===== src/rtl/exe_stage_unit.sv =====
// Execute stage: Val2 generation, ALU with NZCV status register, branch target, EX/MEM register.
// Optional macro FORWARDING_EN builds the Rn/Rm forwarding muxes driven by sel_src1/sel_src2.
module exe_stage_unit #(
    parameter int DW = 32,
    parameter int RW = 4
) (
    input  logic          clk,
    input  logic          rst,
    input  logic          freeze,
    input  logic          flush,
    input  logic [3:0]    EXE_CMD,
    input  logic          WB_EN_IN,
    input  logic          MEM_R_EN_IN,
    input  logic          MEM_W_EN_IN,
    input  logic          S,
    input  logic          B,
    input  logic          imm,
    input  logic [11:0]   Shift_operand,
    input  logic [23:0]   Signed_imm_24,
    input  logic [DW-1:0] PC_IN,
    input  logic [DW-1:0] Val_Rn,
    input  logic [DW-1:0] Val_Rm_IN,
    input  logic [RW-1:0] Dest_IN,
    input  logic [1:0]    sel_src1,
    input  logic [1:0]    sel_src2,
    input  logic [DW-1:0] MEM_fwd_val,
    input  logic [DW-1:0] WB_fwd_val,
    output logic [3:0]    SR,
    output logic          Branch_taken,
    output logic [DW-1:0] Branch_addr,
    output logic          WB_EN,
    output logic          MEM_R_EN,
    output logic          MEM_W_EN,
    output logic [DW-1:0] ALU_result,
    output logic [DW-1:0] Val_Rm,
    output logic [RW-1:0] Dest
);

    localparam logic [3:0] CMD_MOV = 4'b0001;
    localparam logic [3:0] CMD_MVN = 4'b1001;
    localparam logic [3:0] CMD_ADD = 4'b0010;
    localparam logic [3:0] CMD_ADC = 4'b0011;
    localparam logic [3:0] CMD_SUB = 4'b0100;
    localparam logic [3:0] CMD_SBC = 4'b0101;
    localparam logic [3:0] CMD_AND = 4'b0110;
    localparam logic [3:0] CMD_ORR = 4'b0111;
    localparam logic [3:0] CMD_EOR = 4'b1000;

    function automatic logic [DW-1:0] ror_f(input logic [DW-1:0] x, input logic [4:0] n);
        logic [2*DW-1:0] t;
        t = {x, x} >> n;
        return t[DW-1:0];
    endfunction

    logic [DW-1:0] rn_s, rm_s, val2_s, res_s;
    logic [DW:0]   sum_s;
    logic          c_s, v_s;
    logic [3:0]    sr_d, sr_q;
    logic          wb_en_d, wb_en_q, mem_r_en_d, mem_r_en_q, mem_w_en_d, mem_w_en_q;
    logic [DW-1:0] alu_result_d, alu_result_q, val_rm_d, val_rm_q;
    logic [RW-1:0] dest_d, dest_q;

    // Operand selection (forwarding muxes when enabled)
    always_comb begin
`ifdef FORWARDING_EN
        case (sel_src1)
            2'b01:   rn_s = MEM_fwd_val;
            2'b10:   rn_s = WB_fwd_val;
            default: rn_s = Val_Rn;
        endcase
        case (sel_src2)
            2'b01:   rm_s = MEM_fwd_val;
            2'b10:   rm_s = WB_fwd_val;
            default: rm_s = Val_Rm_IN;
        endcase
`else
        rn_s = Val_Rn;
        rm_s = Val_Rm_IN;
`endif
    end

`ifndef FORWARDING_EN
    logic unused_fwd_s;
    assign unused_fwd_s = ^{sel_src1, sel_src2, MEM_fwd_val, WB_fwd_val};
`endif

    // Val2 generation: rotated immediate, memory offset, or shifted Rm
    always_comb begin
        val2_s = rm_s;
        if (imm) begin
            val2_s = ror_f({24'd0, Shift_operand[7:0]}, {Shift_operand[11:8], 1'b0});
        end else if (MEM_R_EN_IN || MEM_W_EN_IN) begin
            val2_s = {20'd0, Shift_operand};
        end else begin
            case (Shift_operand[6:5])
                2'b00:   val2_s = rm_s << Shift_operand[11:7];
                2'b01:   val2_s = rm_s >> Shift_operand[11:7];
                2'b10:   val2_s = $signed(rm_s) >>> Shift_operand[11:7];
                2'b11:   val2_s = ror_f(rm_s, Shift_operand[11:7]);
                default: val2_s = rm_s;
            endcase
        end
    end

    // ALU; subtraction is Rn + ~Val2 + carry-in so C reads as "no borrow"
    always_comb begin
        sum_s = {(DW+1){1'b0}};
        res_s = {DW{1'b0}};
        c_s   = sr_q[1];
        v_s   = sr_q[0];
        case (EXE_CMD)
            CMD_MOV: res_s = val2_s;
            CMD_MVN: res_s = ~val2_s;
            CMD_ADD, CMD_ADC: begin
                sum_s = {1'b0, rn_s} + {1'b0, val2_s}
                      + {{DW{1'b0}}, (EXE_CMD == CMD_ADC) ? sr_q[1] : 1'b0};
                res_s = sum_s[DW-1:0];
                c_s   = sum_s[DW];
                v_s   = (rn_s[DW-1] == val2_s[DW-1]) && (res_s[DW-1] != rn_s[DW-1]);
            end
            CMD_SUB, CMD_SBC: begin
                sum_s = {1'b0, rn_s} + {1'b0, ~val2_s}
                      + {{DW{1'b0}}, (EXE_CMD == CMD_SBC) ? sr_q[1] : 1'b1};
                res_s = sum_s[DW-1:0];
                c_s   = sum_s[DW];
                v_s   = (rn_s[DW-1] != val2_s[DW-1]) && (res_s[DW-1] != rn_s[DW-1]);
            end
            CMD_AND: res_s = rn_s & val2_s;
            CMD_ORR: res_s = rn_s | val2_s;
            CMD_EOR: res_s = rn_s ^ val2_s;
            default: res_s = {DW{1'b0}};
        endcase
    end

    // Next state of EX/MEM register and SR: freeze > flush > load
    always_comb begin
        sr_d         = sr_q;
        wb_en_d      = wb_en_q;
        mem_r_en_d   = mem_r_en_q;
        mem_w_en_d   = mem_w_en_q;
        alu_result_d = alu_result_q;
        val_rm_d     = val_rm_q;
        dest_d       = dest_q;
        if (freeze) begin
            sr_d = sr_q;
        end else begin
            alu_result_d = res_s;
            val_rm_d     = rm_s;
            dest_d       = Dest_IN;
            if (flush) begin
                wb_en_d    = 1'b0;
                mem_r_en_d = 1'b0;
                mem_w_en_d = 1'b0;
            end else begin
                wb_en_d    = WB_EN_IN;
                mem_r_en_d = MEM_R_EN_IN;
                mem_w_en_d = MEM_W_EN_IN;
                if (S) begin
                    sr_d = {res_s[DW-1], (res_s == {DW{1'b0}}), c_s, v_s};
                end else begin
                    sr_d = sr_q;
                end
            end
        end
    end

    // EX/MEM pipeline register and status register
    always_ff @(posedge clk or negedge rst) begin
        if (!rst) begin
            sr_q         <= 4'd0;
            wb_en_q      <= 1'b0;
            mem_r_en_q   <= 1'b0;
            mem_w_en_q   <= 1'b0;
            alu_result_q <= {DW{1'b0}};
            val_rm_q     <= {DW{1'b0}};
            dest_q       <= {RW{1'b0}};
        end else begin
            sr_q         <= sr_d;
            wb_en_q      <= wb_en_d;
            mem_r_en_q   <= mem_r_en_d;
            mem_w_en_q   <= mem_w_en_d;
            alu_result_q <= alu_result_d;
            val_rm_q     <= val_rm_d;
            dest_q       <= dest_d;
        end
    end

    assign SR           = sr_q;
    assign WB_EN        = wb_en_q;
    assign MEM_R_EN     = mem_r_en_q;
    assign MEM_W_EN     = mem_w_en_q;
    assign ALU_result   = alu_result_q;
    assign Val_Rm       = val_rm_q;
    assign Dest         = dest_q;
    assign Branch_taken = B;
    assign Branch_addr  = PC_IN + {{6{Signed_imm_24[23]}}, Signed_imm_24, 2'b00};

endmodule


===== config.mk =====
export PLATFORM = sky130hd
export DESIGN_NAME = exe_stage_unit
export DESIGN_NICKNAME = d
export VERILOG_FILES = /design/src/rtl/exe_stage_unit.sv
export SDC_FILE = /design/constraint.sdc
export NUM_CORES = 1
export LEC_CHECK = 0
export BUFFER_PORTS_ARGS = -buffer_cell sky130_fd_sc_hd__buf_2
export CAP_MARGIN = 20
export CORE_ASPECT_RATIO = 1.5
export CORE_UTILIZATION = 52
export DETAILED_ROUTE_END_ITERATION = 6
export PLACE_DENSITY = 0.79
export SYNTH_ARGS = -nofsm -noshare
export SYNTH_HDL_FRONTEND = slang
export SYNTH_SLANG_ARGS = --single-unit

===== constraint.sdc =====
create_clock -name clk -period 4 [get_ports clk]
set_input_delay 0.2 -clock clk [delete_from_list [all_inputs] [get_ports clk]]
set_output_delay 0.2 -clock clk [all_outputs]
set_load 0.02 [all_outputs]

==> results.json, run 1 <==
{
  "status": "stopped before the end",
  "stop_stage": "global routing (5_1_grt)",
  "tool.error": "[ERROR GRT-0116] Global routing finished with congestion. Check the congestion regions in the DRC Viewer.",
  "grt_pass1_vias": 26250,
  "synthesis.area_um2": 15920,
  "synth_nets": 2387,
  "syn_area_per_cell_um2": 7.810,
  "synth_cells": 2039,
  "cts_max_path_buffers": 2,
  "synth_flop_cell": "dfrtp_1",
  "yosysSeqAreaShare": 0.1179,
  "htree_levels": 3,
  "gr-total-overflow": 174,
  "grt.total_usage": 0.7444,
  "ys_types": 100,
  "synthArstFlopShare": 1.000,
  "place_area_um2": 23010,
  "grt_max_degree": 76,
  "grt_pass1_wl_um": 174600,
  "ys_warn_count": 0,
  "dp_hpwl_um": 68480,
  "initial_core_util": 0.5280,
  "place_inst": 3238,
  "fp-row-count": 78,
  "cts_buffers": 9,
  "port_buffers": 251,
  "synth_edf_count": 0,
  "yosys_register_bits": 75,
  "hold_buffers": 0,
  "pin_count": 326,
  "dieWidth_um": 144.9,
  "clock_sinks": 75,
  "die_h_um": 216.3,
  "routabilityCongestion": 1.171,
  "root_buffer": "clkbuf_16"
}
==> cell families after synthesis <==
logic type,after synthesis,synth area share
simple gates,613,0.1877
compound gates,675,0.2990
mux,220,0.1972
fa+ha+maj,130,0.1045
buf+inv,293,0.07559
xor+xnor,33,0.01815
flops,75,0.1179
==> per-layer routing <==
metal	global-route usage	GRT overflow
met1	0.7659	0
met2	0.9223	90
met3	0.5488	5
met4	0.7435	79
met5	0.1250	0
==> cell usage after synthesis (9+ instances only) <==
cell	n	area share
clkbuf_1	120	0.028
a22oi_1	19	0.0090
o31ai_1	10	0.0047
o21ai_0	97	0.030
and2_1	22	0.0086
o221ai_1	11	0.0060
a21oi_1	132	0.041
o21a_1	17	0.0080
dfrtp_1	75	0.12
mux2_2	84	0.059
a2111oi_0	17	0.0094
xnor2_1	23	0.013
xor2_1	10	0.0055
ha_1	125	0.098
a311oi_1	13	0.0072
nand4_1	17	0.0067
a221oi_1	24	0.013
and3_1	20	0.0079
a21o_1	30	0.014
nor2_1	170	0.040
buf_2	18	0.0057
inv_1	121	0.029
a31oi_1	30	0.012
or2_2	18	0.0071
nor2b_1	21	0.0083
o21ai_1	9	0.0028
nand2_1	146	0.034
mux4_2	61	0.086
nand3_1	51	0.016
mux2i_1	63	0.040
nor3_1	45	0.014
buf_1	18	0.0042
nand2b_1	30	0.012
or4_1	14	0.0066
nor4_1	23	0.0090
o22ai_1	29	0.011
a211o_1	10	0.0055
a211oi_1	51	0.024
o211ai_1	28	0.013
or3_1	9	0.0035
o21bai_1	14	0.0066
==> repair_timing <==
| action | 4_1_cts |
|---|---|
| cloned | 5 |
| resized for setup | 257 |
| pin swaps | 118 |
| setup buffers | 67 |
| setup endpoints to repair | 31 |
==> stage by stage <==
stage	worst slack [ns]	utilization	setup TNS (ns)
2_1_floorplan	-1.028	-	-11.14
4_1_cts	-0.9894	0.8374	-12.04
3_5_place_dp	-1.900	0.7629	-38.19
3_3_place_gp	-1.773	0.7629	-34.53
==> run 2, diff against run 1 <==
--- a/config.mk
+++ b/config.mk
@@ -7,10 +7,9 @@
 export LEC_CHECK = 0
 export BUFFER_PORTS_ARGS = -buffer_cell sky130_fd_sc_hd__buf_2
 export CAP_MARGIN = 20
-export CORE_ASPECT_RATIO = 1.5
-export CORE_UTILIZATION = 52
+export CORE_UTILIZATION = 40
 export DETAILED_ROUTE_END_ITERATION = 6
-export PLACE_DENSITY = 0.79
+export PLACE_DENSITY_LB_ADDON = 0.15
 export SYNTH_ARGS = -nofsm -noshare
 export SYNTH_HDL_FRONTEND = slang
 export SYNTH_SLANG_ARGS = --single-unit
==> constraint.sdc (replaced) <==
create_clock -name clk -period 5.2 [get_ports clk]
set_input_delay 0.26 -clock clk [delete_from_list [all_inputs] [get_ports clk]]
set_output_delay 0.26 -clock clk [all_outputs]
set_load 0.02 [all_outputs]
==> results.json, run 2 <==
{
  "dp_hpwl_um": 70310,
  "r2r_cells": 15,
  "synth.top_cell.area_share": 0.1179,
  "cts_buffers": 9,
  "dp_worst_setup_slack_ns": -1.550,
  "leakagePower_nw": 11.42,
  "cap_violations": 0,
  "layout_setup_ws_ns": -0.1671,
  "violations": "DRC, setup timing",
  "port_buffers": 251,
  "slew_headroom": 0.4011,
  "synth_edf_count": 0,
  "htree_levels": 3,
  "seq_area_um2": 1877,
  "start_kind": "primary input",
  "crit_path_max_fanout": 7,
  "period_share": 1.032,
  "syn_to_final_growth_pct": 53.63,
  "p_clk_frac": 0.167,
  "ys_types": 100,
  "worst-endpoint-arrival_ns": 5.68,
  "drc": 1,
  "grt_max_degree": 66,
  "grt_pass1_vias": 21120,
  "die_h_um": 201.5,
  "power_switching_mw": 2.133,
  "ys_warn_count": 0,
  "hold_violations": 0,
  "fp-row-count": 72,
  "synth_nets": 2387,
  "fin_nets": 3226,
  "crit_top_cell": "buf_4",
  "max_slew.worst_pin.slew_ns": 0.8956,
  "gr-total-overflow": 0,
  "drv_slew": 0,
  "root_buffer": "clkbuf_16",
  "dieWidth_um": 201.5,
  "initial_core_util": 0.4092,
  "wl_per_cell_um": 26.16,
  "switching_share": 0.4560,
  "power.density_nw_per_um2": 191.2,
  "hold_class": "primary input to flip-flop",
  "critPathKind": "primary input to flip-flop",
  "coreArea_um2": 38920,
  "required_ns": 5.52,
  "syn_area_per_cell_um2": 7.810,
  "setup_viol": 4,
  "cts_max_path_buffers": 2,
  "clkTransAtPathRegs_ns": 0.08,
  "pin_count": 326,
  "fin_crit_ns": 5.367,
  "drt.antenna.violating_nets": 0,
  "r2r-end": "SR[2]",
  "grt.total_usage": 0.4244,
  "num_vias": 21540,
  "yosys.area.top_type": "dfrtp_1",
  "clk_latency_ns": 0.40,
  "skew_ns": 0.01243,
  "slowest_stage": "mux4_1",
  "synth_cells": 2039,
  "clock_sinks": 75,
  "rsz0062_at_grt": "true",
  "status": "finished, violations left",
  "tritoncts": "done",
  "via_per_inst": 6.333,
  "synthArstFlopShare": 1.000,
  "routabilityCongestion": 1.103,
  "routed_wl_um": 88990,
  "dr.first_iter.drc_count": 2304,
  "layout-drive-gt1-share": 0.4717,
  "synth_flop_cell": "dfrtp_1",
  "endpoint_kind": "flip-flop",
  "fmax_mhz": 186.3,
  "drt_pass1_iterations": 7,
  "hold_start": "WB_EN_IN",
  "path_cells": "bufbuf_16, mux4_1, buf_4, mux4_2, buf_4, o32ai_1, buf_4, o22a_2, ha_1, buf_4, nor3_2, o21ai_0, a31oi_1, nor2_1, and3_1, o32ai_2, o211ai_1, or4_4, nor4_4, nand4_1, o31ai_2",
  "cp_slowest_stage_delay_ns": 0.65,
  "yosysSeqAreaShare": 0.1179,
  "worstReg2RegStart": "SR[1]",
  "finalSetupTns_ns": -0.3920,
  "die_area_um2": 40610,
  "fin_hold_ws_ns": 0.08168,
  "synthesis.area_um2": 15920,
  "worst_hold_path.num_cells": 2,
  "layout_commonest_cell": "buf_4",
  "yosys.cell_count.top_type": "nor2_1",
  "combPwrFrac": 0.681,
  "fillers": 3468,
  "multiInputGateArea_um2": 13850,
  "mostFrequentLayoutCells": "buf_4 (706), buf_2 (248), nor2_1 (164)",
  "p_seq_frac": 0.152,
  "holdPathEnd": "WB_EN",
  "synth.top_cells.by_count": "nor2_1 (170), nand2_1 (146), a21oi_1 (132), ha_1 (125), inv_1 (121)",
  "netlist_top_cells_area": "dfrtp_1 (12%), ha_1 (9.8%), mux4_2 (8.6%)",
  "antenna_found_initial": 2,
  "yosys_register_bits": 75,
  "internal_power_mw": 2.545,
  "grt_pass1_wl_um": 130100,
  "totalPowerFinal_mw": 4.679,
  "peakVddDrop_v": 0.0001649,
  "reg2reg_slack_ns": 0.70
}
-- run 2: cell type report --
cell class,count,share of cell area
sequential,75,0.07671
antenna,1,0.0001023
tap,518,0.02649
clock buffer,9,0.009206
multi-input combinational,1671,0.5661
inverter,126,0.01943
clock inverter,7,0.004347
timing repair buffer,995,0.2976
-- run 2: metal layers --
metal	wire, um	vias up	global-route usage
met5	17	-	0
met4	7528	2	0.3133
met3	8154	399	0.08439
met2	40410	1393	0.6844
met1	32890	10270	0.5003
li1	-	9481	-
-- run 2: cells by family (layout without fill, tap and decap cells) --
family	count (synthesis)	in the layout	share of synthesized area
AOI/OAI and AO/OA	675	675	0.2990
and+or+nand+nor	613	613	0.1877
buffers and inverters	293	1137	0.07559
muxes	220	220	0.1972
adders and majority gates	130	130	0.1045
DFF	75	75	0.1179
xor gates and xnor gates	33	33	0.01815
other	0	1	0
-- run 2: power by group through the flow --
stage	clock, mW	sequential, mW	combinational [mW]
after floorplan	0	0.821	1.34
after global placement	0	0.718	2.82
after detailed placement	0	0.721	2.85
after CTS	0.792	0.711	2.96
after global routing	0.809	0.722	3.35
final	0.780	0.711	3.19
-- run 2: worst max-delay path by stage --
stage / from / end / slack (ns)
finish: Shift_operand[7] / SR[2] / -0.17
global route: Shift_operand[7] / SR[2] / -0.31
CTS: Shift_operand[7] / SR[3] / -0.1
detailed placement: Shift_operand[7] / SR[2] / -1.55
global placement: Shift_operand[7] / SR[2] / -1.42
floorplan: Shift_operand[7] / SR[2] / 0.009
-- run 2: repair_timing --
action	CTS	global route
pin swaps	33	73
setup buffers	21	25
hold buffers	1	0
setup endpoints to repair	16	12
hold endpoints to repair	31	0
resized for setup	77	148
cloned	3	0
-- run 2: metrics by stage --
| stage | instance area, um^2 | std cells | util |
|---|---|---|---|
| after global placement | 22660 | 3336 | 0.5821 |
| after global routing | 24460 | 3402 | 0.6286 |
| final | 24460 | 3402 | 0.6286 |
| after CTS | 23580 | 3377 | 0.6059 |
| after detailed placement | 22660 | 3336 | 0.5821 |
| after floorplan | 16060 | 2039 | - |
-- run 2: worst max-delay path: cells and delay by family --
| family | cells | cell delay (ns) |
|---|---|---|
| AND/OR/NAND/NOR | 6 | 1.55 |
| AO/OA/AOI/OAI | 7 | 1.43 |
| multiplexers | 2 | 1.14 |
| buffers and inverters | 5 | 0.98 |
| adder cells (fa/ha/maj) | 1 | 0.32 |
Note: power is estimated with default switching activity, not from simulation.
